## config.mk

```make
export PLATFORM = sky130hd
export DESIGN_NAME = simd_proc_frontend_flat
export DESIGN_NICKNAME = d
export VERILOG_FILES = /design/src/rtl/simd_proc_frontend_if.sv /design/src/rtl/simd_proc_frontend.sv /design/src/flat_wrapper.sv
export SDC_FILE = /design/constraint.sdc
export NUM_CORES = 2
export LEC_CHECK = 0
export BUFFER_PORTS_ARGS = -buffer_cell sky130_fd_sc_hd__buf_2
export CORE_MARGIN = 5
export CORE_UTILIZATION = 25
export DETAILED_ROUTE_END_ITERATION = 12
export PLACE_DENSITY = 0.38
export SETUP_SLACK_MARGIN = 0.05
export SLEW_MARGIN = 15
export SYNTH_ARGS = -nofsm -noshare
export SYNTH_HDL_FRONTEND = slang
export SYNTH_SLANG_ARGS = --single-unit
```

## constraint.sdc

```tcl
create_clock -name i_clk -period 14.7 [get_ports i_clk]
set_input_delay 1.47 -clock i_clk [delete_from_list [all_inputs] [get_ports i_clk]]
set_output_delay 1.47 -clock i_clk [all_outputs]
set_load 0.03 [all_outputs]
```

## src/rtl/simd_proc_frontend_if.sv

```systemverilog
// Issuer-facing handshake and local data-memory port of one SIMD lane front end.
interface simd_proc_frontend_if #(
  parameter int ADDR_W    = 16,
  parameter int DATA_W    = 32,
  parameter int COUNT_W   = 8,
  parameter int OP_W      = 2,
  parameter int PAYLOAD_W = COUNT_W + OP_W + ADDR_W
);
  logic                 i_en;
  logic                 i_valid;
  logic [PAYLOAD_W+1:0] i_instr;
  logic                 o_ack;
  logic                 o_busy;
  logic                 o_finish;
  logic                 i_finish_ack;
  logic                 o_proto_err;
  logic                 o_mem_rd_en;
  logic [ADDR_W-1:0]    o_mem_rd_addr;
  logic [DATA_W-1:0]    i_mem_rd_data;
  logic                 o_mem_wr_en;
  logic [ADDR_W-1:0]    o_mem_wr_addr;
  logic [DATA_W-1:0]    o_mem_wr_data;

  // issuer plus memory side
  modport master (
    output i_en, i_valid, i_instr, i_finish_ack, i_mem_rd_data,
    input  o_ack, o_busy, o_finish, o_proto_err,
           o_mem_rd_en, o_mem_rd_addr, o_mem_wr_en, o_mem_wr_addr, o_mem_wr_data
  );

  // lane front end side
  modport slave (
    input  i_en, i_valid, i_instr, i_finish_ack, i_mem_rd_data,
    output o_ack, o_busy, o_finish, o_proto_err,
           o_mem_rd_en, o_mem_rd_addr, o_mem_wr_en, o_mem_wr_addr, o_mem_wr_data
  );
endinterface

```

## src/rtl/simd_proc_frontend.sv

```systemverilog
// SIMD lane front end: takes LD/LD/INFO from the issuer, runs `count`
// element-wise ops (read A, read B, write f(A,B)), then holds finish until acked.
module simd_proc_frontend #(
  parameter int ADDR_W    = 16,
  parameter int DATA_W    = 32,
  parameter int COUNT_W   = 8,
  parameter int OP_W      = 2,
  parameter int PAYLOAD_W = COUNT_W + OP_W + ADDR_W
) (
  input logic               i_clk,
  input logic               i_rstn,
  simd_proc_frontend_if.slave bus
);

  localparam logic [1:0] TYPE_LD   = 2'b01;
  localparam logic [1:0] TYPE_INFO = 2'b10;

  // IDLE doubles as GET_LD1: the first LD is only taken there while i_en is high
  typedef enum logic [2:0] {IDLE, GET_LD2, GET_INFO, RD_A, RD_B, WR, FINISH} state_t;

  state_t              state, state_nx;
  logic [ADDR_W-1:0]   addr0, addr0_nx, addr1, addr1_nx, wr_base, wr_base_nx;
  logic [COUNT_W-1:0]  count, count_nx, idx, idx_nx;
  logic [OP_W-1:0]     op, op_nx;
  logic [DATA_W-1:0]   a_val, a_nx, result;
  logic                ack, ack_nx, busy, finish, proto_err, err_nx;
  logic                rd_en, rd_en_nx, wr_en, wr_en_nx;
  logic [ADDR_W-1:0]   rd_addr, rd_addr_nx, wr_addr, wr_addr_nx;

  logic [1:0]           itype;
  logic [PAYLOAD_W-1:0] payload;
  logic                 take;

  assign itype   = bus.i_instr[PAYLOAD_W +: 2];
  assign payload = bus.i_instr[PAYLOAD_W-1:0];
  // an ack cycle never accepts, so an instruction still held from the last accept is ignored
  assign take    = bus.i_valid && !ack;

  // state, latched job fields and registered outputs
  always_ff @(posedge i_clk) begin
    if (!i_rstn) begin
      state     <= IDLE;
      addr0     <= '0;
      addr1     <= '0;
      wr_base   <= '0;
      count     <= '0;
      idx       <= '0;
      op        <= '0;
      a_val     <= '0;
      ack       <= 1'b0;
      busy      <= 1'b0;
      finish    <= 1'b0;
      proto_err <= 1'b0;
      rd_en     <= 1'b0;
      rd_addr   <= '0;
      wr_en     <= 1'b0;
      wr_addr   <= '0;
    end else begin
      state     <= state_nx;
      addr0     <= addr0_nx;
      addr1     <= addr1_nx;
      wr_base   <= wr_base_nx;
      count     <= count_nx;
      idx       <= idx_nx;
      op        <= op_nx;
      a_val     <= a_nx;
      ack       <= ack_nx;
      busy      <= (state_nx != IDLE);
      finish    <= (state_nx == FINISH);
      proto_err <= err_nx;
      rd_en     <= rd_en_nx;
      rd_addr   <= rd_addr_nx;
      wr_en     <= wr_en_nx;
      wr_addr   <= wr_addr_nx;
    end
  end

  // next state, field latching and the strobes for the state being entered
  always_comb begin
    state_nx   = state;
    addr0_nx   = addr0;
    addr1_nx   = addr1;
    wr_base_nx = wr_base;
    count_nx   = count;
    idx_nx     = idx;
    op_nx      = op;
    a_nx       = a_val;
    ack_nx     = 1'b0;
    err_nx     = proto_err;
    rd_en_nx   = 1'b0;
    rd_addr_nx = rd_addr;
    wr_en_nx   = 1'b0;
    wr_addr_nx = wr_addr;
    case (state)
      IDLE: begin
        if (bus.i_en && take) begin
          if (itype == TYPE_LD) begin
            addr0_nx = payload[ADDR_W-1:0];
            ack_nx   = 1'b1;
            state_nx = GET_LD2;
          end else begin
            err_nx = 1'b1;
          end
        end
      end
      GET_LD2: begin
        if (take) begin
          if (itype == TYPE_LD) begin
            addr1_nx = payload[ADDR_W-1:0];
            ack_nx   = 1'b1;
            state_nx = GET_INFO;
          end else begin
            err_nx = 1'b1;
          end
        end
      end
      GET_INFO: begin
        if (take) begin
          if (itype == TYPE_INFO) begin
            count_nx   = payload[ADDR_W+OP_W +: COUNT_W];
            op_nx      = payload[ADDR_W +: OP_W];
            wr_base_nx = payload[ADDR_W-1:0];
            idx_nx     = '0;
            ack_nx     = 1'b1;
            if (payload[ADDR_W+OP_W +: COUNT_W] != '0) begin
              state_nx   = RD_A;
              rd_en_nx   = 1'b1;
              rd_addr_nx = addr0;
            end else begin
              state_nx = FINISH;
            end
          end else begin
            err_nx = 1'b1;
          end
        end
      end
      RD_A: begin
        state_nx   = RD_B;
        rd_en_nx   = 1'b1;
        rd_addr_nx = addr1 + ADDR_W'(idx);
      end
      RD_B: begin
        // A was read in RD_A and lands now; B lands during WR
        state_nx   = WR;
        a_nx       = bus.i_mem_rd_data;
        wr_en_nx   = 1'b1;
        wr_addr_nx = wr_base + ADDR_W'(idx);
      end
      WR: begin
        // idx < count here, so idx+1 cannot overflow
        idx_nx = idx + 1'b1;
        if (idx_nx < count) begin
          state_nx   = RD_A;
          rd_en_nx   = 1'b1;
          rd_addr_nx = addr0 + ADDR_W'(idx_nx);
        end else begin
          state_nx = FINISH;
        end
      end
      FINISH: begin
        if (bus.i_finish_ack) state_nx = IDLE;
      end
      default: state_nx = IDLE;
    endcase
  end

  // element op; B only arrives during WR, so write data is formed from the
  // registered A/op and the live read data rather than registered itself
  always_comb begin
    result = a_val;
    case (op)
      OP_W'(0): result = a_val + bus.i_mem_rd_data;
      OP_W'(1): result = a_val - bus.i_mem_rd_data;
      OP_W'(2): result = a_val * bus.i_mem_rd_data;
      default:  result = a_val;
    endcase
  end

  assign bus.o_ack         = ack;
  assign bus.o_busy        = busy;
  assign bus.o_finish      = finish;
  assign bus.o_proto_err   = proto_err;
  assign bus.o_mem_rd_en   = rd_en;
  assign bus.o_mem_rd_addr = rd_addr;
  assign bus.o_mem_wr_en   = wr_en;
  assign bus.o_mem_wr_addr = wr_addr;
  assign bus.o_mem_wr_data = wr_en ? result : '0;

endmodule
```

## src/flat_wrapper.sv

```systemverilog
// flat-port wrapper written by rule: the top's interface ports become plain ports
module simd_proc_frontend_flat 
#(
  parameter int ADDR_W    = 16,
  parameter int DATA_W    = 32,
  parameter int COUNT_W   = 8,
  parameter int OP_W      = 2,
  parameter int PAYLOAD_W = COUNT_W + OP_W + ADDR_W
)
  (i_clk, i_rstn, bus_i_en, bus_i_valid, bus_i_instr, bus_i_finish_ack, bus_i_mem_rd_data, bus_o_ack, bus_o_busy, bus_o_finish, bus_o_proto_err, bus_o_mem_rd_en, bus_o_mem_rd_addr, bus_o_mem_wr_en, bus_o_mem_wr_addr, bus_o_mem_wr_data);
  simd_proc_frontend_if #(.ADDR_W(ADDR_W), .DATA_W(DATA_W), .COUNT_W(COUNT_W), .OP_W(OP_W), .PAYLOAD_W(PAYLOAD_W)) bus_i ();
  input logic i_clk;
  input logic i_rstn;
  input wire logic [$bits(bus_i.i_en)-1:0] bus_i_en;
  input wire logic [$bits(bus_i.i_valid)-1:0] bus_i_valid;
  input wire logic [$bits(bus_i.i_instr)-1:0] bus_i_instr;
  input wire logic [$bits(bus_i.i_finish_ack)-1:0] bus_i_finish_ack;
  input wire logic [$bits(bus_i.i_mem_rd_data)-1:0] bus_i_mem_rd_data;
  output wire logic [$bits(bus_i.o_ack)-1:0] bus_o_ack;
  output wire logic [$bits(bus_i.o_busy)-1:0] bus_o_busy;
  output wire logic [$bits(bus_i.o_finish)-1:0] bus_o_finish;
  output wire logic [$bits(bus_i.o_proto_err)-1:0] bus_o_proto_err;
  output wire logic [$bits(bus_i.o_mem_rd_en)-1:0] bus_o_mem_rd_en;
  output wire logic [$bits(bus_i.o_mem_rd_addr)-1:0] bus_o_mem_rd_addr;
  output wire logic [$bits(bus_i.o_mem_wr_en)-1:0] bus_o_mem_wr_en;
  output wire logic [$bits(bus_i.o_mem_wr_addr)-1:0] bus_o_mem_wr_addr;
  output wire logic [$bits(bus_i.o_mem_wr_data)-1:0] bus_o_mem_wr_data;
  assign bus_i.i_en = bus_i_en;
  assign bus_i.i_valid = bus_i_valid;
  assign bus_i.i_instr = bus_i_instr;
  assign bus_i.i_finish_ack = bus_i_finish_ack;
  assign bus_i.i_mem_rd_data = bus_i_mem_rd_data;
  assign bus_o_ack = bus_i.o_ack;
  assign bus_o_busy = bus_i.o_busy;
  assign bus_o_finish = bus_i.o_finish;
  assign bus_o_proto_err = bus_i.o_proto_err;
  assign bus_o_mem_rd_en = bus_i.o_mem_rd_en;
  assign bus_o_mem_rd_addr = bus_i.o_mem_rd_addr;
  assign bus_o_mem_wr_en = bus_i.o_mem_wr_en;
  assign bus_o_mem_wr_addr = bus_i.o_mem_wr_addr;
  assign bus_o_mem_wr_data = bus_i.o_mem_wr_data;
  simd_proc_frontend #(.ADDR_W(ADDR_W), .DATA_W(DATA_W), .COUNT_W(COUNT_W), .OP_W(OP_W), .PAYLOAD_W(PAYLOAD_W)) u_core (.i_clk(i_clk), .i_rstn(i_rstn), .bus(bus_i));
endmodule
```

# == After elaboration in Yosys (flattened, before gate mapping) ==
# Cells that the tools add are included.
# word_totals
register_bits,139
# op_classes
n_mul,1
n_eq_ne,18
n_mux,38
reduce_logical,16
n_addsub,6
order_cmp,1
# op_table
cell,count
32-bit case mux with 3 select lines,1
16-bit 2-to-1 mux,4
16-bit by 8-bit adder with 16-bit output,3
16-bit case mux with 3 select lines,1
32-bit adder,1
32-bit by 32-bit multiplier with 32-bit output,1
32-bit 2-to-1 mux,1
32-bit subtractor,1
3-bit 2-to-1 mux,9
3-bit case mux with 7 select lines,1
8-bit 2-to-1 mux,2
8-bit case mux with 2 select lines,1
1-bit 2-to-1 mux,15
"3-bit equality test, second input constant",4
"2-bit by 1-bit != test with 1-bit output, second input constant",6
3-bit AND reduction,4
5-bit AND reduction,2
1-bit case mux with 3 select lines,3
3-bit nonzero test,3
"8-bit by 1-bit adder with 8-bit output, second input constant",1
8-bit less-than comparator,1
8-bit nonzero test,1
"3-bit by 2-bit equality test with 1-bit output, second input constant",2
"2-bit by 1-bit equality test with 1-bit output, second input constant",2
8 further kinds,10

# == Depth between registers and ports, before layout ==
# depth
ltp_word,6
mapped_depth,28

# == Worst setup path after synthesis ==
# OpenSTA, ideal clock, no wires.
# synth_path
path_kind,input-to-output
start,input bus_i_mem_rd_data[7]
end,output bus_o_mem_wr_data[30]
stages,25
t_required_ns,13.230
slack_ns,4.619
t_arrival_ns,8.611
path_cell_list,clkbuf_1 > clkbuf_1 > and2_1 > fa_1 > fa_1 > fa_1 > inv_1 > fa_1 > inv_1 > fa_1 > inv_1 > fa_1 > inv_1 > fa_1 > fa_1 > ha_1 > a21o_1 > a211oi_1 > o21ai_0 > a31oi_1 > o32ai_1 > a2111oi_0 > o41a_1 > a21oi_1 > a311oi_1
# synth_between
elab_chain_cells,3
# synth_rtl
element,line_no,rtl
from (decl),flat_wrapper.sv:18,input wire logic [$bits(bus_i.i_mem_rd_data)-1:0] bus_i_mem_rd_data;
"32-bit by 32-bit multiplier with 32-bit output, or another cell as far along",simd_proc_frontend.sv:174,OP_W'(2): result = a_val * bus.i_mem_rd_data;
32-bit case mux with 3 select lines *,simd_proc_frontend.sv:171,case (op)
32-bit 2-to-1 mux *,simd_proc_frontend.sv:187,assign bus.o_mem_wr_data = wr_en ? result : '0;
to (decl),flat_wrapper.sv:27,output wire logic [$bits(bus_i.o_mem_wr_data)-1:0] bus_o_mem_wr_data;
# Every way passes the cells marked *; elsewhere a longest branch is shown, timed or not.

# == Worst setup path in the final report ==
# layout_path
start,input bus_i_mem_rd_data[3]
end,output bus_o_mem_wr_data[30]
# The elaborated chain is that of the path after synthesis.

==> reports/summary.txt <==
DR vias: 20110
Max rail drop VDD: 77.05 uV
clk root buf: clkbuf_16
Syn. warnings: 0
Peak Freq: 0.09401 GHz
vias per inst: 4.520
Core Box Area: 101600 um2
Core Util, Final: 0.2768
CP most frequent cell: fa_1
H-tree depth: 4
Fin Setup TNS: 0 ns
antenna violations before repair: 9
Critical R2R Capture: u_core.bus.o_mem_rd_addr[11]$_SDFFE_PN0P_
fraction of layout cells with a size suffix above 1: 0.07830
EDFF count, synth: 0
Hold EP: u_core.count[2]$_SDFFE_PN0P_
Crit path arrival time: 9.17 ns
Crit Path Max Fanout: 33
PD cells: 34.12 nW/um2
Layout Nets: 3730
clock slew seen by the registers of the worst setup and hold paths: 0.07 ns
Slowest cell on crit path: buf_2
Hold Vio Cnt, Final: 0
Hold Path Cell Cnt: 2
status: finished clean
min Tclk post-route: 10.64 ns
Tcrit/Tclk final: 0.7236
Static Leak: 12.96 nW
Reg2Reg Depth: 11
Sink Count: 139
Post-Syn Instances: 3053
HP Start: u_core.count[2]$_SDFFE_PN0P_
Detail Route Antenna Nets: 0
hold buffers post-CTS: 0
number of DRC markers in iteration 0: 1025
R2R Path Start: u_core.idx[0]$_SDFFE_PN0P_
clock latency on the worst-skew pair: 0.50 ns
Worst Hold Class: reg2reg
largest net degree at the start of global routing: 52
Area Overhead vs Synth: 10.20%
vias in the first global route: 21670
final WL: 90.51 mm
TritonCTS clock tree: yes
Remaining Overflow, GRT: 0
Main synth FF type: dfxtp_1
First-pass DRT Iterations: 5
Die H: 329.5 um
unrepaired setup endpoints after global routing: false
Bufs on Longest Clock Path: 2
Async S/R FF share, synth: 0
synthesized area: 25520 um2
crit-path max cell delay: 0.62 ns
DRC errors left: 0
Max Slew Vio Count: 0
r2r setup slk: 11.28 ns
Worst Skew: 0.02625 ns
initial core utilization: 0.2512
crit start category: input port
cell taking the most area after synthesis: fa_1
syn_area_per_cell: 8.358 um2
Post-CTS Setup Bufs: 0
Req. time, crit path: 13.23 ns
Synth area leaders: fa_1 (32%), dfxtp_1 (11%), ha_1 (9.2%), and2_1 (7.9%), nand2_1 (7.4%)
global-route usage over all layers: 0.1698
TritonCTS Buffers: 17
Detailed Place HPWL: 67.67 mm
sequential area share after synthesis: 0.1091
Boundary Pins: 135
Worst-Margin Slew: 1.053 ns
Buffers on Ports: 134
first-pass GRT wire length: 139.7 mm
GP Congestion: 0.8189
crit path kind: in2out
max-cap violation count: 0
Wirelength per Cell: 20.34 um
Filler cells: 11180
Die W: 329.5 um
FF+latch count, synth: 139
Netlist cell types: 73
post-CTS resize count: 0
crit path capture type: output port
Max-slew headroom: 0.2977
post-synth top area share: 0.3232
Syn Nets: 3718
Die Area: 108600 um2
final setup vio count: 0
Rows: 117
[stage by stage]
step / setup WS [ns] / instance area, um2 / hold WS, ns / power (W) / std cells
final: 4.063 / 28120 / 0.4676 / 0.0009596 / 4449
after global placement: 4.045 / 27530 / 0.4518 / 0.0005009 / 4414
after floorplan: 4.619 / 25520 / 0.4408 / 0.0004479 / 3053
after CTS: 4.033 / 28110 / 0.4715 / 0.0009749 / 4446
after global routing: 3.620 / 28110 / 0.4899 / 0.0009989 / 4446
after detailed placement: 4.078 / 27530 / 0.4555 / 0.0005002 / 4414
[Yosys cell counts (all sizes together) (9+ instances only)]
| library cell | n |
|---|---|
| a211oi | 16 |
| a21boi | 100 |
| a21o | 21 |
| a21oi | 119 |
| a31oi | 11 |
| and2 | 323 |
| and3 | 9 |
| clkbuf | 173 |
| dfxtp | 139 |
| fa | 412 |
| ha | 188 |
| inv | 422 |
| mux2i | 13 |
| nand2 | 504 |
| nand2b | 13 |
| nand3 | 37 |
| nor2 | 85 |
| nor2b | 17 |
| nor3 | 21 |
| nor4 | 9 |
| o211a | 11 |
| o211ai | 18 |
| o21a | 9 |
| o21ai | 89 |
| o22ai | 9 |
| o31ai | 11 |
| or2 | 9 |
| xnor2 | 115 |
| xor2 | 61 |
[cells in the final DEF, fill, tap and decap left out, types with 6 or more instances in the layout]
cell | synthesis | final
nand3_1 | 37 | 37
o22ai_1 | 9 | 9
or2_2 | 8 | 8
xor2_1 | 61 | 61
and3_1 | 9 | 9
o21ai_0 | 89 | 89
a31o_2 | 6 | 6
ha_1 | 188 | 188
a211oi_1 | 16 | 16
xnor2_1 | 115 | 115
a31oi_1 | 11 | 11
and2_1 | 323 | 322
o211a_1 | 11 | 11
nor2_1 | 83 | 83
o211ai_1 | 18 | 18
o21bai_1 | 6 | 6
buf_4 | 0 | 41
nand2_1 | 503 | 502
buf_2 | 2 | 133
dfxtp_1 | 139 | 137
o41ai_1 | 6 | 6
nor3_1 | 20 | 18
clkbuf_16 | 0 | 17
nor4_1 | 8 | 8
fa_1 | 412 | 412
a21oi_1 | 119 | 119
o31ai_1 | 10 | 10
a21o_1 | 21 | 21
mux2i_1 | 13 | 13
inv_1 | 422 | 422
nor2b_1 | 17 | 17
o21a_1 | 9 | 9
nand2b_1 | 13 | 13
a21boi_0 | 100 | 100
[power breakdown]
| group | total [W] | internal (W) | switching, W | leakage, nW |
|---|---|---|---|---|
| combinational | 0.000111 | 0.0000299 | 0.0000811 | 11.6 |
| clock | 0.000468 | 0.000239 | 0.000229 | 0.277 |
| sequential | 0.000380 | 0.000378 | 0.00000194 | 1.12 |
[registers in the layout, indices dropped and copies added, names as in the netlist]
| register | cells |
|---|---|
| u_core.op | 2 |
| u_core.bus.o_mem_wr_addr | 16 |
| u_core.addr1 | 16 |
| u_core.bus.o_mem_rd_addr | 16 |
| u_core.bus.o_proto_err | 1 |
| u_core.bus.o_mem_rd_en | 1 |
| u_core.state | 3 |
| u_core.wr_base | 16 |
| u_core.bus.o_finish | 1 |
| u_core.bus.o_ack | 1 |
| u_core.bus.o_busy | 1 |
| u_core.count | 8 |
| u_core.a_val | 32 |
| u_core.idx | 8 |
| u_core.bus.o_mem_wr_en | 1 |
| u_core.addr0 | 16 |
[worst max-delay path: cells and delay by family]
| kind | cells | cell delay (ns) |
|---|---|---|
| AO/OA/AOI/OAI | 9 | 2.08 |
| buffers and inverters | 6 | 1.15 |
| adder cells (fa/ha/maj) | 9 | 4.19 |
| AND/OR/NAND/NOR | 1 | 0.26 |
[how the worst max path moves through the flow]
stage	endpoint	slack, ns	start
after CTS	bus_o_mem_wr_data[30]	4.03	bus_i_mem_rd_data[3]
after floorplan	bus_o_mem_wr_data[30]	4.62	bus_i_mem_rd_data[7]
final	bus_o_mem_wr_data[30]	4.06	bus_i_mem_rd_data[3]
after detailed placement	bus_o_mem_wr_data[30]	4.08	bus_i_mem_rd_data[3]
after global placement	bus_o_mem_wr_data[30]	4.04	bus_i_mem_rd_data[3]
after global routing	bus_o_mem_wr_data[30]	3.62	bus_i_mem_rd_data[3]
[cells by family after synthesis]
logic type                 after synthesis  synth area share
buffers and inverters                  604           0.08924
muxes                                   14          0.005541
xor gates and xnor gates               176           0.06041
and+or+nand+nor                       1052            0.2004
AOI/OAI and AO/OA                      468            0.1199
adders and majority gates              600            0.4154
DFF                                    139            0.1091
[final cells by class]
class | instances | area, um2 | share of cell area
Antenna cell | 3 | 7.507 | 0.0002670
Clock buffer | 17 | 425.4 | 0.01513
Clock inverter | 15 | 156.4 | 0.005562
Inverter | 423 | 1588 | 0.05647
Multi-Input combinational cell | 2310 | 20470 | 0.7280
Sequential cell | 139 | 2785 | 0.09905
Tap cell | 1368 | 1712 | 0.06087
Timing Repair Buffer | 174 | 973.4 | 0.03462
[layer usage]
layer	track usage	vias up	share of wire
li1	-	9610	-
met1	0.2449	10120	0.49
met2	0.2822	335	0.47
met3	0.01878	42	0.037
met4	0.02208	0	0.0080
met5	0	-	0
Note: power is estimated with default switching activity, not from simulation.
